==> src/rtl/m_run_ctrl_pkg.sv <==
// m_run_ctrl_pkg: shared state encoding and constants for the run controller.
`default_nettype none

package m_run_ctrl_pkg;

  localparam logic [2:0] S_IDLE  = 3'd0;
  localparam logic [2:0] S_LOAD  = 3'd1;
  localparam logic [2:0] S_CLEAR = 3'd2;
  localparam logic [2:0] S_RUN   = 3'd3;
  localparam logic [2:0] S_DONE  = 3'd4;

  // Destination register whose write marks the end of a program.
  localparam logic [4:0] HALT_RD = 5'd30;

endpackage

`default_nettype wire

==> src/rtl/m_run_counter.sv <==
// m_run_counter: 32-bit run-cycle counter with clear, enable and terminal-count flag.
`default_nettype none

module m_run_counter #(
  parameter int unsigned TIMEOUT = 1000000
) (
  input  logic        clk,
  input  logic        rst_n,
  input  logic        clr,
  input  logic        en,
  output logic [31:0] count,
  output logic        tc
);

  always_ff @(posedge clk or negedge rst_n) begin
    if (!rst_n) begin
      count <= '0;
    end else if (clr) begin
      count <= '0;
    end else if (en) begin
      count <= count + 32'd1;
    end
  end

  // High during the last cycle the core may run before a forced stop.
  assign tc = (count == 32'(TIMEOUT - 1));

endmodule

`default_nettype wire

==> src/rtl/m_run_ctrl.sv <==
// m_run_ctrl: loads a program into imem, clears the PC, runs the core and
// stops it on HALT (x30 write) or timeout.
`default_nettype none

module m_run_ctrl
  import m_run_ctrl_pkg::*;
#(
  parameter int unsigned IMEM_DEPTH = 64,
  parameter int unsigned AW         = 6,
  parameter int unsigned TIMEOUT    = 1000000
) (
  input  logic          w_clock,
  input  logic          w_rst_n,
  input  logic          w_start,
  input  logic          w_ld_valid,
  input  logic [31:0]   w_ld_data,
  input  logic          w_ld_last,
  output logic          w_ld_ready,
  output logic          w_imem_we,
  output logic [AW-1:0] w_imem_addr,
  output logic [31:0]   w_imem_wd,
  output logic          w_pc_clr,
  output logic          w_run,
  input  logic          w_halt,
  output logic          w_done,
  output logic          w_timeout,
  output logic [31:0]   w_cycles
);

  logic [2:0]    state;
  logic [2:0]    state_nxt;
  logic [AW-1:0] addr;
  logic          timeout_flag;
  logic          begin_load;
  logic          accept;
  logic          at_top;
  logic          load_end;
  logic          running;
  logic          cnt_tc;

  assign begin_load = ((state == S_IDLE) || (state == S_DONE)) && w_start;
  assign accept     = (state == S_LOAD) && w_ld_valid;
  assign at_top     = (addr == AW'(IMEM_DEPTH - 1));
  assign load_end   = accept && (w_ld_last || at_top);
  assign running    = (state == S_RUN);

  always_comb begin
    state_nxt = state;
    case (state)
      S_IDLE:  if (w_start) state_nxt = S_LOAD;
      S_LOAD:  if (load_end) state_nxt = S_CLEAR;
      S_CLEAR: state_nxt = S_RUN;
      S_RUN:   if (w_halt || cnt_tc) state_nxt = S_DONE;
      S_DONE:  if (w_start) state_nxt = S_LOAD;
      default: state_nxt = S_IDLE;
    endcase
  end

  always_ff @(posedge w_clock or negedge w_rst_n) begin
    if (!w_rst_n) begin
      state        <= S_IDLE;
      addr         <= '0;
      timeout_flag <= 1'b0;
    end else begin
      state <= state_nxt;
      // The address saturates at the top word so a forced end never wraps to 0.
      if (begin_load) begin
        addr <= '0;
      end else if (accept && !at_top) begin
        addr <= addr + AW'(1);
      end
      // Halt takes priority over a timeout landing on the same cycle.
      if (begin_load) begin
        timeout_flag <= 1'b0;
      end else if (running && !w_halt && cnt_tc) begin
        timeout_flag <= 1'b1;
      end
    end
  end

  m_run_counter #(
    .TIMEOUT (TIMEOUT)
  ) u_cycles (
    .clk   (w_clock),
    .rst_n (w_rst_n),
    .clr   (begin_load),
    .en    (running),
    .count (w_cycles),
    .tc    (cnt_tc)
  );

  assign w_ld_ready  = (state == S_LOAD);
  assign w_imem_we   = accept;
  assign w_imem_addr = addr;
  assign w_imem_wd   = (state == S_LOAD) ? w_ld_data : 32'd0;
  assign w_pc_clr    = (state == S_CLEAR);
  assign w_run       = running;
  assign w_done      = (state == S_DONE);
  assign w_timeout   = timeout_flag;

endmodule

`default_nettype wire

==> config.mk <==
export PLATFORM = sky130hd
export DESIGN_NAME = m_run_ctrl
export DESIGN_NICKNAME = d
export VERILOG_FILES = /design/src/rtl/m_run_ctrl_pkg.sv /design/src/rtl/m_run_counter.sv /design/src/rtl/m_run_ctrl.sv
export SDC_FILE = /design/constraint.sdc
export NUM_CORES = 1
export LEC_CHECK = 0
export ABC_AREA = 1
export CAP_MARGIN = 20
export CORE_UTILIZATION = 47
export DETAILED_ROUTE_END_ITERATION = 10
export HOLD_SLACK_MARGIN = 0.02
export PLACE_DENSITY = 0.9
export SYNTH_ARGS = -nofsm -noshare
export SYNTH_HDL_FRONTEND = slang
export SYNTH_SLANG_ARGS = --single-unit
==> constraint.sdc <==
create_clock -name w_clock -period 2.7 [get_ports w_clock]
set_input_delay 0.405 -clock w_clock [delete_from_list [all_inputs] [get_ports w_clock]]
set_output_delay 0.405 -clock w_clock [all_outputs]
set_load 0.05 [all_outputs]
Word-level counts from Yosys, hierarchy flattened

Cells that the tools add are included.

Input bits: 38
Output and inout bits: 76
Bits in registers: 42
Logic and storage cells: 43

Reductions and logical operators: 17
Equal/unequal tests: 9
Muxes and demuxes: 11
$add $sub $neg: 2

Operator list:

| kind                                                  | number |
|---|---|
| 2-to-1 mux 32 bit                                     | 3 |
| adder 32 x 1 -> 32 bit, second input constant         | 1 |
| == test 32 x 20 -> 1 bit, second input constant       | 1 |
| 2-to-1 mux 6 bit                                      | 2 |
| one-hot mux 3 bit (4 select lines)                    | 1 |
| 2-to-1 mux 3 bit                                      | 3 |
| adder 6 x 1 -> 6 bit, second input constant           | 1 |
| == test 3 x 2 -> 1 bit, second input constant         | 2 |
| == test 6 bit, second input constant                  | 1 |
| logical AND 1 bit                                     | 6 |
| inequality test 2 x 1 -> 1 bit, second input constant | 3 |
| nonzero test 2 bit                                    | 3 |
| == test 3 x 1 -> 1 bit, second input constant         | 1 |
| == test 3 bit, second input constant                  | 1 |
| logical NOT 3 bit                                     | 1 |
| logical OR 1 bit                                      | 3 |
| AND reduction 3 bit                                   | 1 |
| logical NOT 1 bit                                     | 2 |
| 2-to-1 mux 1 bit                                      | 2 |
| OR reduction 2 bit                                    | 1 |

Logic depth before layout (Yosys ltp)

Gate-level depths: netlist of the first run.

Depth after elaboration: 5
Gate-level depth with buffers: 11
Mapped depth without buffers: 11

By module

A second synthesis of the first run with hierarchy kept.

Cells, all modules: 446
Area total of the unflattened synthesis: 2865.2 um2

By module, submodules not included:

| module        | area each (um2) | times used | cells each | sequential area each (um2) |
|---|---|---|---|---|
| m_run_counter | 1975.6          | 1          | 295        | 800.8 |
| m_run_ctrl    | 889.6           | 1          | 151        | 250.2 |

Least setup slack after synthesis of the first run

No wires, ideal clock.

Path kind: reg2reg
From: reg state[0]
To: reg state[1]
Setup time: 66 ps
Clock period less this slack: 2094 ps
Data arrival time: 2028 ps
Data required time: 2634 ps
Path buffers: 0
Stages on the path, launching flop included: 5
Setup slack: 606 ps
Path through: dfrtp_1 > nor3_1 > or2_2 > nand4_1 > nand2_1

Elaborated cells between the ends (all ways): 13
Classes of those cells: 7 x eq/ne; 1 x mux; 5 x reduce/logical

RTL lines:

| item                               | RTL line         | RTL |
|---|---|---|
| from (decl)                        | m_run_ctrl.sv:30 | `logic [2:0] state;` |
| from (signal assigned)             | m_run_ctrl.sv:65 | `state <= state_nxt;` |
| == test 3 x 2 -> 1 bit             | --               |  |
| net w_pc_clr                       | m_run_ctrl.sv:22 | `output logic w_pc_clr,` |
| one-hot mux 3 bit (4 select lines) | m_run_ctrl.sv:49 | `case (state)` |

The timed path passes the listed nets, and every way through them passes these cells.
A chain may end at the register's enable or synchronous reset.

Final worst setup path of the first run

From: reg state[2]
To: out w_run

Cells in the longest elaborated chain, start to end: 1

RTL lines:

| item                   | RTL line         | RTL |
|---|---|---|
| == test 3 x 2 -> 1 bit | m_run_ctrl.sv:45 | `assign running = (state == S_RUN);` |
| to (decl)              | m_run_ctrl.sv:23 | `output logic w_run,` |

Every way passes these cells.

==> results of run 1 <==
-- path summary, 6_finish.rpt --
kind,end,from
worst max-delay path,w_run,state[2]
worst min-delay path,u_cycles.count[10],w_rst_n
worst max register to register,w_imem_addr[4],state[2]
worst min register to register,state[2],state[2]
max in group asynchronous,u_cycles.count[26],w_rst_n
min in group w_clock,state[2],state[2]
-- cell families (layout without fill, tap and decap cells) --
| logic type | Yosys count | in the layout |
|---|---|---|
| AOI/OAI and AO/OA | 38 | 38 |
| xor gates and xnor gates | 1 | 1 |
| adders and majority gates | 2 | 2 |
| buffers and inverters | 97 | 212 |
| DFF | 42 | 42 |
| other | 0 | 1 |
| and+or+nand+nor | 260 | 260 |
-- final cells by class --
type | count | area (µm²)
clock buffer | 6 | 72.6
timing repair buffer | 114 | 1050
clock inverter | 2 | 37.5
tap | 75 | 93.8
multi-input combinational | 301 | 1480
antenna | 1 | 2.50
inverter | 90 | 338
sequential | 42 | 1050
fill | 516 | 1830
-- report_power, final --
group | switching [W] | leakage, nW | internal [W]
logic | 0.00136 | 1.53 | 0.000515
registers | 0.0000711 | 0.578 | 0.000685
clock network | 0.000222 | 0.0514 | 0.000276
-- worst max-delay path, stage by stage (launching register included) --
cell and delay [ns]:
dfrtp_1 0.41, inv_2 0.10, nand3_4 0.14, inv_1 0.21
clkdlybuf4s50_1 0.84
-- through the flow --
stage	util (%)	cell area (µm²)	setup WS, ns	power, W	instances
floorplan	-	2900	0.606	0.00210	440
global placement	67.3	4010	0.636	0.00261	622
detailed placement	67.3	4010	0.620	0.00265	622
CTS	69.2	4120	0.279	0.00315	630
global route	69.2	4120	0.215	0.00330	630
finish	69.2	4120	0.292	0.00313	631
-- sequential cells by signal, indices dropped and copies added, names as in the netlist --
signal          cells
w_timeout           1
u_cycles.count     32
state               3
w_imem_addr         6
-- cell usage in the layout, fill, tap and decap left out, types with 2 or more instances in the layout --
master	count
nand3_1	18
o21ai_0	7
inv_1	88
nand2_4	3
nor3_1	10
buf_4	35
o21ai_2	2
a21oi_1	13
clkdlybuf4s50_1	78
inv_2	2
clkbuf_8	5
nand2_1	101
nor2_8	2
ha_1	2
nor2_2	5
a31oi_1	3
o21ai_1	7
nand3_2	4
nor2_1	91
o211ai_1	2
nand2_2	6
nand4_1	7
dfrtp_1	42
nor2_4	7
-- metal layers --
layer  wire length (µm)  global-route usage, %  vias to the layer above
met1               2990                   26.9                     1430
met5                  0                      0                        -
met3                614                   4.77                       20
li1                   -                      -                     1565
met2               4190                   46.9                      133
met4                234                   9.11                        0
==> run metrics, run 1 <==
drt total wl=8030 µm; Reg2Reg Depth=8; post-DR vias/cell=4.99; Synth area leaders=dfrtp_1 (36%), nand2_1 (13%), nor2_1 (12%); Async SR Flop Fraction=100%; Post-Syn Area=2900 µm²; largest family of logic cells by synthesized area=simple AND/OR/NAND/NOR gates; slew margin rel.=37.3%; Root Buffer Master=clkbuf_8; die area=6490 µm²; number of max-cap violations=0; Leak=2.16 nW; crit-path max FO=8; TritonCTS clock tree=yes; Pins Over Slew Limit=0; CTS sink cnt=42; syn nets=480; adder-cell share of the synthesized area=0.862%; DR WL/cell=12.7 µm; setup_tns=0 ns; count leader, synth=nand2_1; die height=80.6 µm; number of enable flip-flop cells after synthesis=0; GPL Wtd Cong=0.848; Clk Latency, worst-skew pair=0.30 ns; CP arrival=2.00 ns; IO Port Bufs=113; Yosys top cell area share=36.2%; first-pass GRT wire length=12400 µm; cell taking the most area after synthesis=dfrtp_1; Final Setup Violations=0; hpwl dp=6370 µm; post-CTS setup buffer count=0; FF-to-FF setup slack=0.84 ns; fin crit share=89.2%; Clock Skew=0.0106 ns; DRC=0; CP Capture Type=output pin; Required @ worst endpoint=2.30 ns; library cells used by synthesis=35; Post-Synth XOR/XNOR Area=0.302%; vias=3148; compound-cell area share of the yosys netlist=7.54%; initial DRC count=200; vias in the first global route=2815; pwr dens=759 nW/µm²; mean area per synthesized cell=6.60 µm²; initial antenna violation count=0; multiplexer share of the synthesized area=0%; top post-synthesis cells by count=nand2_1 (101), nor2_1 (91), inv_1 (88), dfrtp_1 (42), nand3_1 (18); Rows=28; gr usage total=24.8%; # IOs=114; Pre-antenna DRT Iters=6; Layout area overhead=42.0%; post_cts resized=0; RSZ-0062 raised after global routing=no; H-tree levels=2; Initial Util=48.7%; Hold WC Path Type=input pin to asynchronous set/reset pin; TritonCTS buffer count=5; largest net degree at the start of global routing=43; Worst-Margin Slew=0.940 ns; Fin. Hold Viols=0; Setup CP Type=flop to output pin; Clock Path Buffers=2; nets@finish=594; Seq/Total Area, Yosys=36.2%; core box area=5960 µm²; final hold slack=0.247 ns; GRT Residual Overflow=0; Critical Path Start Type=flop; status=finished clean; layout cell share with drive strength beyond 1=13.9%; clk slew on worst S/H paths=0.09 ns; Peak VDD IR=0.595 mV; hold buffer count at CTS=0; Synth warnings=0; Max Freq=0.415 GHz; simple-gate share of the synthesized area=42.2%; ys flop type=dfrtp_1; Syn Inst Count=440; Yosys reg bits=42; Tmin final=2.41 ns; Post-DRT Antenna Nets=0; die width=80.6 µm
No activity file was read; power rests on OpenSTA's default activity.
==> run 2, diff against run 1 <==
--- a/config.mk
+++ b/config.mk
@@ -7,7 +7,9 @@
 export LEC_CHECK = 0
 export ABC_AREA = 1
 export CAP_MARGIN = 20
-export CORE_UTILIZATION = 47
+export CELL_PAD_IN_SITES_DETAIL_PLACEMENT = 2
+export CELL_PAD_IN_SITES_GLOBAL_PLACEMENT = 2
+export CORE_UTILIZATION = 24
 export DETAILED_ROUTE_END_ITERATION = 10
 export HOLD_SLACK_MARGIN = 0.02
 export PLACE_DENSITY = 0.9
==> run metrics, run 2 (synthesis gave the netlist of run 1 again) <==
status=finished, violations left (was finished clean); violated checks=design-rule violations; CP arrival=1.97 ns (was 2.00 ns); met3 WL=817 µm (was 614 µm); critical path buffer and inverter count=3 (unchanged); # IOs=114 (unchanged); Tmin final=2.38 ns (was 2.41 ns); Worst path slowest cell=clkdlybuf4s50_1 (unchanged); WL met1=4490 µm (was 2990 µm); Clock Skew=0.00818 ns (was 0.0106 ns); Post-Layout Cell Count=699 (was 631); final hold slack=0.0325 ns (was 0.247 ns); vias in the first global route=3614 (was 2815); Final Setup Violations=0 (unchanged); Peak VDD IR=0.373 mV (was 0.595 mV); CTS sink cnt=42 (unchanged); initial antenna violation count=0 (unchanged); Reg2Reg Depth=8 (unchanged); Initial Util=25.0% (was 48.7%); met2 WL post-DR=5640 µm (was 4190 µm); crit-path max FO=8 (unchanged); max layer used=met4 (unchanged); Fin. Hold Viols=0 (unchanged); CP startpoint=state[2] (unchanged); Layout area overhead=48.6% (was 42.0%); CP Capture Type=output pin (unchanged); IO Port Bufs=113 (unchanged); drt total wl=11100 µm (was 8030 µm); slew margin rel.=56.4% (was 37.3%); hpwl dp=8540 µm (was 6370 µm); post_cts resized=0 (unchanged); die height=112 µm (was 80.6 µm); post-DR vias/cell=4.63 (was 4.99); TritonCTS buffer count=5 (unchanged); CP Capture Point=w_run (unchanged); GPL Wtd Cong=0.757 (was 0.848); worst reg2reg startpoint=state[1] (was state[2]); TritonCTS clock tree=yes (unchanged); max reg flops=32 (unchanged); fin crit share=88.1% (was 89.2%); Most flops, register=u_cycles.count (unchanged); Hold WC Path Type=input pin to asynchronous set/reset pin (unchanged); DRC=20 (was 0); hold buffer count at CTS=0 (unchanged); clk slew on worst S/H paths=0.07 ns (was 0.09 ns); Crit path depth=4 (unchanged); number of max-cap violations=0 (unchanged); die area=12500 µm² (was 6490 µm²); Worst-Margin Slew=0.654 ns (was 0.940 ns); initial DRC count=97 (was 200); nets@finish=595 (was 594); setup_tns=0 ns (unchanged); Required @ worst endpoint=2.30 ns (about the same); layout cell share with drive strength beyond 1=14.2% (was 13.9%); Post-DRT Antenna Nets=0 (unchanged); core box area=11600 µm² (was 5960 µm²); GRT Residual Overflow=0 (unchanged); H-tree levels=2 (unchanged); gr usage total=18.4% (was 24.8%); Root Buffer Master=clkbuf_16 (was clkbuf_8); largest net degree at the start of global routing=43 (unchanged); Critical Path Start Type=flop (unchanged); Pins Over Slew Limit=0 (unchanged); Rows=39 (was 28); post-CTS setup buffer count=0 (unchanged); Pre-antenna DRT Iters=7 (was 6); Clock Path Buffers=2 (unchanged); FF-to-FF setup slack=0.70 ns (was 0.84 ns); die width=112 µm (was 80.6 µm); Leak=2.22 nW (was 2.16 nW); RSZ-0062 raised after global routing=no (unchanged); cell family with most CP delay=buffers and inverters (unchanged); pwr dens=811 nW/µm² (was 759 nW/µm²); slowest stage delay, CP=0.83 ns (was 0.84 ns); commonest non-fill, non-tap cell in the layout=nand2_1 (unchanged); Max Freq=0.420 GHz (was 0.415 GHz); first-pass GRT wire length=18300 µm (was 12400 µm); Worst R2R End=w_imem_addr[4] (unchanged); DR WL/cell=15.8 µm (was 12.7 µm); CP cell instances=inv_2, nand3_4, inv_1, clkdlybuf4s50_1 (unchanged); commonest cells after routing, fill and taps aside=nand2_1 (101), nor2_1 (91), inv_1 (88) (unchanged); Setup CP Type=flop to output pin (unchanged); placed cell count=690 (was 622); diodes inserted=0 (was 1); Clk Latency, worst-skew pair=0.29 ns (was 0.30 ns); vias=3237 (was 3148)
[run 2: layout make-up]
cell class              count  area [µm²]
inverters                  90         338
fillers                  1363        7300
multi-input cells         301        1480
well taps                 143         179
flip-flops and latches     42        1050
clock buffers               6         139
repair buffers            115        1070
clock inverters             2        60.1
[run 2: worst min path at each step]
stage	from	to	slack [ns]	cells after the start
after global placement	state[2]	state[2]	0.51	2
after CTS	w_rst_n	u_cycles.count[25]	0.33	1
after global routing	w_rst_n	u_cycles.count[24]	0.05	1
final	w_rst_n	u_cycles.count[25]	0.03	1
after detailed placement	state[2]	state[2]	0.53	2
after floorplan	w_rst_n	state[0]	0.11	0
[run 2: power breakdown]
part           internal (W)  switching, W  leakage [nW]
sequential         0.000686     0.0000771         0.578
combinational      0.000518       0.00139          1.54
clock              0.000556      0.000265        0.0971
[run 2: stage by stage]
step | util, % | setup WS, ns | power, W | area, µm²
after floorplan | - | 0.606 | 0.00210 | 2900
after global placement | 35.3 | 0.653 | 0.00264 | 4100
after detailed placement | 35.3 | 0.602 | 0.00270 | 4100
after CTS | 37.0 | 0.296 | 0.00354 | 4290
after global routing | 37.1 | 0.187 | 0.00368 | 4310
final | 37.1 | 0.322 | 0.00350 | 4310
[run 2: routing by layer]
| layer | global-route usage [%] | vias to the layer above |
|---|---|---|
| met2 | 34.4 | 104 |
| li1 | - | 1567 |
| met3 | 4.46 | 11 |
| met4 | 4.62 | 0 |
| met1 | 20.7 | 1555 |
| met5 | 0 | - |
==> variant (flow settings as in run 1) <==
Register the output `w_timeout` once more, cleared by the reset; this adds one clock of latency there. The other outputs are not delayed to match.
--- a/src/rtl/m_run_ctrl.sv
+++ b/src/rtl/m_run_ctrl.sv
@@ -96,7 +96,13 @@
   assign w_pc_clr    = (state == S_CLEAR);
   assign w_run       = running;
   assign w_done      = (state == S_DONE);
-  assign w_timeout   = timeout_flag;
+  always_ff @(posedge w_clock or negedge w_rst_n) begin
+    if (!w_rst_n) begin
+      w_timeout <= '0;
+    end else begin
+      w_timeout <= timeout_flag;
+    end
+  end
 
 endmodule
 
Behaviour: no difference found for any inputs over 10 cycles, from zero or initial values and one cycle with w_rst_n low; that may be too few to reach the edited logic, so the function may still have changed.
==> variant against run 1 <==
  * Sequential cell count rose by 1
  * Combinational power shrank 7%
  * Via count up 0.57%
  * Setup slack improved by 0.070 ns
  * Design area shrank 1.2%
  * Sequential share of layout area is 0.94 points higher
  * Routed wire length shrank 1.1%
  * Power down 2.9%
  * Clock power rose by 3%
  * Area after synthesis down 1.9%
  * Maximum frequency up 3.0%
  * Highest routed layer unchanged
==> variant: results (changes against run 1) <==
{
  "syn-num-nets": {"value": 484, "change": "+0.83%"},
  "worst_setup_slack_after_placement": {"value": 0.633, "unit": "ns", "change": "+0.0128 ns"},
  "reported_leakage_power": {"value": 2.05, "unit": "nW", "change": "-5.1%"},
  "post_cts_resize_count": {"value": 0, "change": "unchanged"},
  "crit_arrival": {"value": 1.93, "unit": "ns", "change": "-0.07 ns"},
  "num_antenna_cells": {"value": 0, "change": "-1"},
  "max_slew.worst_pin.slew": {"value": 0.962, "unit": "ns", "change": "+0.0224 ns"},
  "first_global_vias": {"value": 2836, "change": "+0.75%"},
  "layout.filler_cells": {"value": 479, "change": "-7.2%"},
  "synth.cells.most_frequent": {"value": "nor2_1 (105), nand2_1 (93), inv_1 (86)"},
  "timing.critical_path.from": {"value": "state[0]$_DFFE_PN0P_"},
  "grt_max_degree": {"value": 44, "change": "+2.3%"},
  "place.detailed.hpwl": {"value": 6290, "unit": "um", "change": "-1.2%"},
  "synthesis_to_finish_area_growth": {"value": 42.9, "unit": "%"},
  "critical_path_maximum_fanout": {"value": 5, "change": "-3"},
  "fin_skew": {"value": 0.0114, "unit": "ns", "change": "+0.000733 ns"},
  "synth_ff_type": {"value": "dfrtp_1"},
  "clkSinkCount": {"value": 43, "change": "+2.4%"},
  "cts_max_level": {"value": 2, "change": "unchanged"},
  "firstDrtPassIters": {"value": 4, "change": "-2"},
  "grt.total_usage": {"value": 25.4, "unit": "%", "change": "+0.59 points"},
  "worst_r2r_endpoint": {"value": "w_imem_addr[5]$_DFFE_PN0P_"},
  "routed-via-count": {"value": 3166, "change": "+0.57%"},
  "postPlaceCellArea": {"value": 3960, "unit": "sq um", "change": "-1.3%"},
  "max-vdd-ir-drop": {"value": 0.000569, "unit": "V", "change": "-4.4%"},
  "post_synth_num_cell_types": {"value": 29, "change": "-17%"},
  "post_drt_wl_per_cell": {"value": 12.6, "unit": "um", "change": "-1.1%"},
  "gp_routability_congestion": {"value": 0.874, "change": "+3.1%"},
  "first_iter_violations": {"value": 149, "change": "-26%"},
  "outcome": {"value": "completed"},
  "top_post_synthesis_cells_by_area": {"value": "dfrtp_1 (38%), nor2_1 (14%), nand2_1 (12%), inv_1 (11%), nand3_1 (5.3%)"},
  "ys_seq_area_share": {"value": 37.8, "unit": "%", "change": "+1.6 points"},
  "post_route_cells_drive_above_1_share": {"value": 11.1, "unit": "%", "change": "-2.8 points"},
  "grt_pass1_wl": {"value": 12700, "unit": "um", "change": "+2.5%"}
}
variant: stage by stage:
step	power [mW]	hold WS, ns	cells
finish	3.04	0.243	631
global route	3.19	0.328	631
CTS	3.06	0.275	631
detailed placement	2.55	0.395	623
global placement	2.51	0.382	623
floorplan	2.01	0.109	444
variant: final cells by class:
cell class                 count  share of cell area [%]
inverter                      87                    8.02
multi-input combinational    307                    34.8
clock buffer                   5                    1.69
sequential                    43                    26.4
clock inverter                 3                    1.08
timing repair buffer         114                    25.8
tap                           72                    2.21
variant: cells by family (layout without fill, tap and decap cells):
group	count (synthesis)	in the layout	synth area share [%]
xor+xnor	2	2	0.615
buf+inv	94	209	12.5
simple gates	260	260	40.2
fa+ha+maj	2	2	0.878
flops	43	43	37.8
compound gates	43	43	8.08
variant: worst max-delay path by stage:
stage | to | slack, ns | cells after the start
2_1_floorplan | w_imem_wd[10] | 0.73 | 4
3_3_place_gp | u_cycles.count[30]$_DFFE_PN0P_ | 0.70 | 9
3_5_place_dp | u_cycles.count[29]$_DFFE_PN0P_ | 0.63 | 9
4_1_cts | w_done | 0.34 | 4
5_1_grt | w_imem_wd[17] | 0.22 | 4
6_report | w_done | 0.36 | 4
variant: per-layer routing:
metal | global-route usage (%) | vias to the layer above | wire, um
met2 | 48.8 | 113 | 4140
met5 | 0 | - | 0
li1 | - | 1586 | -
met3 | 5.03 | 11 | 595
met1 | 28.3 | 1456 | 3110
met4 | 5.89 | 0 | 88
variant: critical path, stage by stage (launching register included):
cell,delay (ns)
dfrtp_1,0.45
nor2_1,0.18
inv_1,0.08
nor2_1,0.09
clkdlybuf4s50_1,0.82
variant: power by group:
part | switching (mW) | internal (mW)
Sequential | 0.0738 | 0.703
Clock | 0.240 | 0.276
Combinational | 1.26 | 0.489
